==> config.mk <==
export PLATFORM = sky130hd
export DESIGN_NAME = rom_programmer
export DESIGN_NICKNAME = d
export VERILOG_FILES = /design/src/rtl/rom_programmer.sv
export SDC_FILE = /design/constraint.sdc
export NUM_CORES = 1
export LEC_CHECK = 0
export ABC_AREA = 1
export CAP_MARGIN = 25
export CORE_MARGIN = 5
export CORE_UTILIZATION = 30
export CTS_BUF_LIST = sky130_fd_sc_hd__clkbuf_4
export DETAILED_ROUTE_END_ITERATION = 10
export MAX_ROUTING_LAYER = met4
export REMOVE_ABC_BUFFERS = 1
export SLEW_MARGIN = 20
export SYNTH_ARGS = -nofsm -noshare
export SYNTH_HDL_FRONTEND = slang
export SYNTH_SLANG_ARGS = --single-unit
==> constraint.sdc <==
create_clock -name clk -period 2.1 [get_ports clk]
set_clock_uncertainty 0.2 [all_clocks]
set_input_delay 0.315 -clock clk [delete_from_list [all_inputs] [get_ports clk]]
set_output_delay 0.315 -clock clk [all_outputs]
set_load 0.02 [all_outputs]
==> src/rtl/rom_programmer.sv <==
// rom_programmer: blows 556PT4/PT5 fuse cells one bit at a time with timed setup/pulse/recover phases.
// Optional readback verify with re-pulse retries is built when ROM_PROGRAMMER_VERIFY_EN is defined.
//
// state   | meaning
// IDLE    | waiting for start; latches address/data on accept
// SETUP   | address and one-hot data select settle before the pulse (V3/V4)
// PULSE   | programming pulse on the selected bit (V1/V2)
// RECOVER | cool-down after the pulse, data select released
// VERIFY  | readback settle, then compare chip outputs against requested data
// DONE    | one-cycle completion strobe, busy already low
module rom_programmer #(
    parameter int DATA_WIDTH     = 8,
    parameter int ADDRESS_WIDTH  = 9,
    parameter int SETUP_CYCLES   = 4,
    parameter int PULSE_CYCLES   = 16,
    parameter int RECOVER_CYCLES = 8,
    parameter int MAX_RETRIES    = 3
) (
    input  logic                     clk,
    input  logic                     reset,
    input  logic                     start,
    input  logic [ADDRESS_WIDTH-1:0] address_in,
    input  logic [DATA_WIDTH-1:0]    data_in,
    input  logic [DATA_WIDTH-1:0]    data_line_in,
    output logic [3:0]               operation,
    output logic [ADDRESS_WIDTH-1:0] address_line,
    output logic [DATA_WIDTH-1:0]    data_line,
    output logic                     busy,
    output logic                     done,
    output logic                     error
);

    localparam int SETUP_N   = (SETUP_CYCLES   < 1) ? 1 : SETUP_CYCLES;
    localparam int PULSE_N   = (PULSE_CYCLES   < 1) ? 1 : PULSE_CYCLES;
    localparam int RECOVER_N = (RECOVER_CYCLES < 1) ? 1 : RECOVER_CYCLES;
    localparam int MAX_N     = (SETUP_N > PULSE_N)
                               ? ((SETUP_N > RECOVER_N) ? SETUP_N : RECOVER_N)
                               : ((PULSE_N > RECOVER_N) ? PULSE_N : RECOVER_N);
    localparam int CNT_W     = (MAX_N > 1) ? $clog2(MAX_N) : 1;

    localparam logic [CNT_W-1:0] SETUP_LD   = CNT_W'(SETUP_N - 1);
    localparam logic [CNT_W-1:0] PULSE_LD   = CNT_W'(PULSE_N - 1);
    localparam logic [CNT_W-1:0] RECOVER_LD = CNT_W'(RECOVER_N - 1);
    localparam logic [CNT_W-1:0] CNT_ONE    = CNT_W'(1);

    localparam logic [3:0] OP_OFF    = 4'b0000;
    localparam logic [3:0] OP_PROG   = 4'b0011;
    localparam logic [3:0] OP_SELECT = 4'b1100;

    typedef enum logic [2:0] {
        ST_IDLE,
        ST_SETUP,
        ST_PULSE,
        ST_RECOVER,
        ST_VERIFY,
        ST_DONE
    } state_t;

    state_t                   state_q, state_d;
    logic [CNT_W-1:0]         cnt_q, cnt_d;
    logic [ADDRESS_WIDTH-1:0] addr_q, addr_d;
    logic [DATA_WIDTH-1:0]    mask_q, mask_d;
    logic [DATA_WIDTH-1:0]    sel_q, sel_d;
    logic                     cnt_tc;
    logic                     do_select;
    logic [DATA_WIDTH-1:0]    sel_src;

`ifdef ROM_PROGRAMMER_VERIFY_EN
    localparam int RTY_W = (MAX_RETRIES >= 1) ? $clog2(MAX_RETRIES + 1) : 1;
    localparam logic [RTY_W-1:0] RETRY_MAX = RTY_W'(MAX_RETRIES);
    localparam logic [RTY_W-1:0] RETRY_ONE = RTY_W'(1);

    logic [DATA_WIDTH-1:0] data_q, data_d;
    logic [RTY_W-1:0]      retry_q, retry_d;
    logic                  error_q, error_d;
    logic [DATA_WIDTH-1:0] rb_extra;
    logic [DATA_WIDTH-1:0] rb_missing;

    assign rb_extra   = data_line_in & ~data_q;
    assign rb_missing = data_q & ~data_line_in;
    assign error      = error_q;
`else
    logic unused_readback;

    assign unused_readback = ^data_line_in;
    assign error           = 1'b0;
`endif

    // Isolates the lowest set bit: fuses are blown LSB first.
    function automatic logic [DATA_WIDTH-1:0] lowest_bit(input logic [DATA_WIDTH-1:0] m);
        return m & (~m + DATA_WIDTH'(1));
    endfunction

    assign cnt_tc = (cnt_q == '0);

    always_ff @(posedge clk) begin
        if (reset) begin
            state_q <= ST_IDLE;
            cnt_q   <= '0;
            addr_q  <= '0;
            mask_q  <= '0;
            sel_q   <= '0;
`ifdef ROM_PROGRAMMER_VERIFY_EN
            data_q  <= '0;
            retry_q <= '0;
            error_q <= 1'b0;
`endif
        end else begin
            state_q <= state_d;
            cnt_q   <= cnt_d;
            addr_q  <= addr_d;
            mask_q  <= mask_d;
            sel_q   <= sel_d;
`ifdef ROM_PROGRAMMER_VERIFY_EN
            data_q  <= data_d;
            retry_q <= retry_d;
            error_q <= error_d;
`endif
        end
    end

    always_comb begin
        state_d   = state_q;
        cnt_d     = cnt_q;
        addr_d    = addr_q;
        mask_d    = mask_q;
        sel_d     = sel_q;
        do_select = 1'b0;
        sel_src   = mask_q;
`ifdef ROM_PROGRAMMER_VERIFY_EN
        data_d    = data_q;
        retry_d   = retry_q;
        error_d   = error_q;
`endif
        case (state_q)
            ST_IDLE: begin
                if (start) begin
                    addr_d    = address_in;
                    do_select = 1'b1;
                    sel_src   = data_in;
`ifdef ROM_PROGRAMMER_VERIFY_EN
                    data_d    = data_in;
                    retry_d   = '0;
                    error_d   = 1'b0;
`endif
                end
            end
            ST_SETUP: begin
                if (cnt_tc) begin
                    state_d = ST_PULSE;
                    cnt_d   = PULSE_LD;
                end else begin
                    cnt_d = cnt_q - CNT_ONE;
                end
            end
            ST_PULSE: begin
                if (cnt_tc) begin
                    state_d = ST_RECOVER;
                    cnt_d   = RECOVER_LD;
                end else begin
                    cnt_d = cnt_q - CNT_ONE;
                end
            end
            ST_RECOVER: begin
                if (cnt_tc) begin
                    do_select = 1'b1;
                    sel_src   = mask_q & ~sel_q;
                end else begin
                    cnt_d = cnt_q - CNT_ONE;
                end
            end
`ifdef ROM_PROGRAMMER_VERIFY_EN
            ST_VERIFY: begin
                if (cnt_tc) begin
                    // A cell reading 1 that was never requested cannot be undone.
                    if (rb_extra != '0) begin
                        error_d = 1'b1;
                        state_d = ST_DONE;
                    end else if (rb_missing == '0) begin
                        state_d = ST_DONE;
                    end else if (retry_q < RETRY_MAX) begin
                        retry_d   = retry_q + RETRY_ONE;
                        do_select = 1'b1;
                        sel_src   = rb_missing;
                    end else begin
                        error_d = 1'b1;
                        state_d = ST_DONE;
                    end
                end else begin
                    cnt_d = cnt_q - CNT_ONE;
                end
            end
`endif
            ST_DONE: begin
                state_d = ST_IDLE;
            end
            default: begin
                state_d = ST_IDLE;
            end
        endcase

        if (do_select) begin
            mask_d = sel_src;
            sel_d  = lowest_bit(sel_src);
            if (sel_src != '0) begin
                state_d = ST_SETUP;
                cnt_d   = SETUP_LD;
            end else begin
`ifdef ROM_PROGRAMMER_VERIFY_EN
                state_d = ST_VERIFY;
                cnt_d   = SETUP_LD;
`else
                state_d = ST_DONE;
`endif
            end
        end
    end

    always_comb begin
        operation = OP_OFF;
        data_line = '0;
        busy      = 1'b0;
        done      = 1'b0;
        case (state_q)
            ST_SETUP: begin
                operation = OP_SELECT;
                data_line = sel_q;
                busy      = 1'b1;
            end
            ST_PULSE: begin
                operation = OP_PROG;
                data_line = sel_q;
                busy      = 1'b1;
            end
            ST_RECOVER: begin
                operation = OP_SELECT;
                busy      = 1'b1;
            end
`ifdef ROM_PROGRAMMER_VERIFY_EN
            ST_VERIFY: begin
                operation = OP_SELECT;
                busy      = 1'b1;
            end
`endif
            ST_DONE: begin
                done = 1'b1;
            end
            default: ;
        endcase
    end

    assign address_line = addr_q;

endmodule

* Yosys cells after proc, flatten, opt, wreduce, memory -nomap -nowiden
Cells that the tools add are included.
** Storage, ports and cells
- Latch bits :: 0
- Output and inout port bits :: 24
- Memories :: 0
- Memory bits (read-only) :: 0
- Bits in writable memories :: 0
- Word-level logic and storage cells :: 48
- Flip-flop bits (word level) :: 32
** Operators by class
- $add $sub $neg :: 2
- Multiply operators :: 0
- Equal/unequal tests :: 7
- Bitwise logic cells :: 4
- Muxes and demuxes :: 21
- Reduce and logical (&&, ||, !) cells :: 9
- $lt $le $gt $ge :: 0
- Divide/modulo/power cells :: 0
- Shift-type cells :: 0
** Operators with widths (count)
- 8-bit 2-to-1 mux :: 3
- 4-bit 2-to-1 mux :: 5
- 8-bit bitwise AND :: 2
- 8-bit inverter :: 2
- 8-bit case mux with 2 select lines :: 1
- 3-bit 2-to-1 mux :: 4
- 4-bit case mux with 3 select lines :: 1
- 3-bit case mux with 3 select lines :: 1
- 8-bit by 1-bit adder with 8-bit output, second input constant :: 1
- 4-bit case mux with 2 select lines :: 1
- 8-bit nonzero test :: 1
- 3-bit by 2-bit == test with 1-bit output, second input constant :: 2
- 3-bit != test, second input constant :: 2
- 2-bit OR reduction :: 3
- 4-bit zero test :: 1
- 1-bit 2-to-1 mux :: 4
- 4-bit by 1-bit subtractor with 4-bit output, second input constant :: 1
- 3-bit by 1-bit == test with 1-bit output, second input constant :: 1
- 3-bit == test, second input constant :: 1
- 3-bit zero test :: 1
- 3-bit AND reduction :: 1
- 3-bit OR reduction :: 1
- 2-bit by 1-bit != test with 1-bit output, second input constant :: 1
- 1-bit case mux with 2 select lines :: 1
- 2-bit AND reduction :: 1

* Logic depth before layout (Yosys ltp)
- Word-level depth :: 7
- Depth in mapped cells :: 11
- Mapped depth without buffers :: 11

* Worst setup path before layout
No wires, ideal clock.
- Path kind :: register to output
- From :: reg state_q[0]
- To :: out data_line[0]
- Path buffers :: 0
- Stages on the path, launching flop included :: 7
- Path slack :: 238 ps
- Data arrival time :: 1347 ps
- Required time :: 1585 ps
- Path through :: dfxtp_1 > inv_1 > nor2_1 > nand2_1 > nand2_1 > inv_2 > nor2_1
** Between the ends
- Cells in the longest elaborated chain, start to end :: 3
- Elaborated cells on any way between the ends :: 4
- Those cells by class :: eq/ne (2); mux (1); reduce/logical (1)
** RTL lines
- start, declared :: RTL line 59 : state_t state_q, state_d;
- start signal, assigned :: RTL line 109 : state_q <= state_d;
- 3-bit by 2-bit == test with 1-bit output or 3-bit by 1-bit == test with 1-bit output (tied branches) :: RTL line 224 : case (state_q)
- 2-bit OR reduction (no source line) (*)
- 8-bit 2-to-1 mux (*) :: RTL line 224
- end, declared :: RTL line 27 : output logic [DATA_WIDTH-1:0] data_line,
Every way passes the cells marked *; elsewhere a longest branch is shown, timed or not.

* Worst setup path after layout
- From :: reg state_q[0]
- To :: out busy
** Between the ends
- Cells in the longest elaborated chain, start to end :: 3
- Elaborated cells on any way between the ends :: 5
- Those cells by class :: eq/ne (3); mux (1); reduce/logical (1)
** RTL lines
- 3-bit by 2-bit == test with 1-bit output or 3-bit by 1-bit == test with 1-bit output (tied branches) :: RTL line 224
- 3-bit OR reduction (no source line) (*)
- 1-bit 2-to-1 mux (*) :: RTL line 224
- end, declared :: RTL line 28 : output logic busy,
Marked as above.

==> key figures <==
Hold path
  • Hold path startpoint: address_line[0]
  • Hold endpoint: address_line[0]
  • Hold depth: 2
  • Hold WC Path Type: flip-flop to flip-flop

Setup path
  • Worst path required time: approximately 1.6 ns
  • Worst-path maximum fanout: 3
  • Startpoint types: flip-flop
  • Worst Path Arrival: between 1 and 1.5 ns
  • Reg2reg setup slack: around 0.18 ns
  • R2R cell count: 11
  • Reg-to-reg startpoint: cnt_q[0]
  • Critical setup path kind: flip-flop to primary output
  • Crit end category: primary output
  • Worst r2r dst: cnt_q[0]

Place
  • Dpl hpwl: approximately 3.3 mm
  • # port buffers: 42
  • Routability cong.: 0.875
  • DP Worst Slack: -0.0846 ns
  • Placed Cells: roughly 360

Clocking
  • Clock root buffer master: clkbuf_4
  • Max Buffers Root-to-Sink: 2
  • Clock slew at reported path FFs: about 0.10 ns
  • H-tree levels: 2
  • CTS tree: built
  • CTS sink cnt: 31
  • # Post-CTS Setup Buffers: 0
  • Clk_lat worst skew: ~0.33 ns
  • # hold bufs at CTS: 0
  • Clock buffers created by TritonCTS: 5

Yosys
  • EDFF count, synth: 0
  • Syn Area/Cell: roughly 7.1 sq um
  • Primary FF master, synth: dfxtp_1
  • Seq/Total Area, Yosys: 0.372
  • Fraction of registers with async set/reset: 0
  • Cell Area, Synth: ~1700 sq um
  • Synthesis-stage register bit count: 31
  • Library cells used by synthesis: 30
  • Ys Warns: 0
  • Post-Synthesis Cells: between 200 and 250

STA
  • Crit share post-route: 0.931
  • # setup viols final: 0
  • Setup WS post-layout: 0.145 ns
  • Hold violation count in the final report: 0
  • F_max: just over 0.5 GHz
  • Final min period: a little under 2 ns
  • Slew Viols, Final: 0
  • Setup_tns: 0 ns
  • RSZ-0062 raised after global routing: false

Cells and area
  • Most frequent cells in the layout: inv_1, nand2_1, dfxtp_1
  • Storage element area: roughly 620 sq um
  • Number of fill cells: 589
  • Most common cell after layout, fill and taps aside: inv_1
  • Syn-to-layout area delta: 38.6%
  • Ratio of cells with drive above 1 in the final layout: 0.235
  • Multi-input logic area: 802 sq um
  • Nets: about 330
  • Non-filler instance count after layout: 370
  • # diodes: 0

GRT
  • Antenna violations before repair: 0
  • Largest net degree at the start of global routing: 17
  • GRT Total Usage: 0.128
  • Grt ovf: 0
  • First-pass GRT wire length: ~7 mm
  • Vias in the first global route: about 1600

Power
  • Static Leak: approximately 1.0 nW
  • Worst VDD drop: ~280 uV
  • Power Dens Cells: between 700 and 800 nW/um^2

Routing
  • Total Wirelength: 4.26 mm
  • Avg WL per Cell: 11.5 microns
  • Number of routed nets with antenna violations: 0
  • Pre-antenna DRT Iters: 4
  • Vias per cell: 4.45
  • Via count: approximately 1600
  • Residual DRC: 0
  • First-iteration detailed-routing DRC count: between 90 and 100

Floorplan
  • Area of the core: 5440 sq um
  • Die ar.: around 7000 sq um
  • Die H: 84.5 microns
  • Std-Cell Rows: 27
  • I/O pin cnt: 52
  • Die width: between 80 and 90 microns
  • Starting density of the core: 0.306

Flow run
  • Number of max-cap violations: 0

Run status
  • Status: finished clean
-- per-layer routing --
| metal | GRT usage | part of all wire |
|---|---|---|
| met5 | - | 0 |
| met4 | 0.0302 | 0.0045 |
| met3 | 0.0363 | 0.042 |
| met2 | 0.203 | 0.47 |
| met1 | 0.161 | 0.48 |
-- flip-flops by register name (all words and copies together) (netlist names) --
signal	count
state_q	3
cnt_q	4
mask_q	8
address_line	9
sel_q	7
-- power breakdown --
group	switching (mW)	total [mW]	leakage, nW	internal (mW)
Clock	0.206	0.451	0.0426	0.245
Sequential	0.0313	0.685	0.256	0.653
Combinational	0.388	0.689	0.743	0.301
-- per-stage QoR --
stage	power [mW]	util	hold slack, ns	cell area, sq um
floorplan	1.10	-	0.184	1590
detailed placement	1.40	0.418	0.236	2280
global route	1.96	0.425	0.270	2310
global placement	1.39	0.418	0.230	2280
CTS	1.85	0.432	0.252	2350
finish	1.82	0.425	0.247	2310
-- cell type report --
cell class                 count  area share
sequential                    31       0.270
tap                           72      0.0390
clock inverter                 3      0.0168
multi-input combinational    148       0.347
timing repair buffer          65       0.236
inverter                      46      0.0748
clock buffer                   5      0.0163
-- worst max-delay path by stage --
| stage | from | to | slack, ns | depth (start not counted) |
|---|---|---|---|---|
| 2_1_floorplan | state_q[0] | data_line[0] | 0.003 | 6 |
| 3_3_place_gp | start | cnt_q[0] | -0.05 | 11 |
| 3_5_place_dp | start | cnt_q[0] | -0.08 | 11 |
| 4_1_cts | state_q[0] | data_line[1] | 0.008 | 7 |
| 5_1_grt | cnt_q[0] | cnt_q[0] | 0.03 | 11 |
| 6_report | state_q[0] | busy | 0.14 | 4 |
-- cell families (layout without fill, tap and decap cells) --
kind of cell,Yosys count,in the layout,share of synthesized area
DFF,31,31,0.372
buffers and inverters,56,119,0.148
and+or+nand+nor,104,104,0.325
adders and majority gates,2,2,0.0150
AOI/OAI and AO/OA,41,41,0.137
other,1,1,0.00225
-- synthesized netlist by cell type, types with 3 or more instances --
cell | count | area (sq um)
buf_4 | 3 | 22.5
nand2_2 | 10 | 62.6
buf_6 | 3 | 33.8
o22ai_1 | 5 | 31.3
nor2_2 | 3 | 18.8
nand2_1 | 31 | 116
nand3_1 | 13 | 65.1
nand3_2 | 6 | 60.1
o21ai_0 | 16 | 80.1
nor2_1 | 27 | 101
inv_1 | 43 | 161
dfxtp_1 | 31 | 621
nand4_1 | 7 | 43.8
a21oi_1 | 15 | 75.1
inv_2 | 3 | 11.3
-- worst max-delay path: stages, from the launching register on --
cell and delay (ns):
dfxtp_2 0.34, buf_4 0.14, o21ai_0 0.21, inv_1 0.10, dlygate4sd2_1 0.33
-- repair_timing --
item                       CTS  global route
gates resized for setup     25            11
pin swaps                    0             0
setup endpoints to repair   14            17
cloned                       0             0
(Power assumes the default switching activity.)
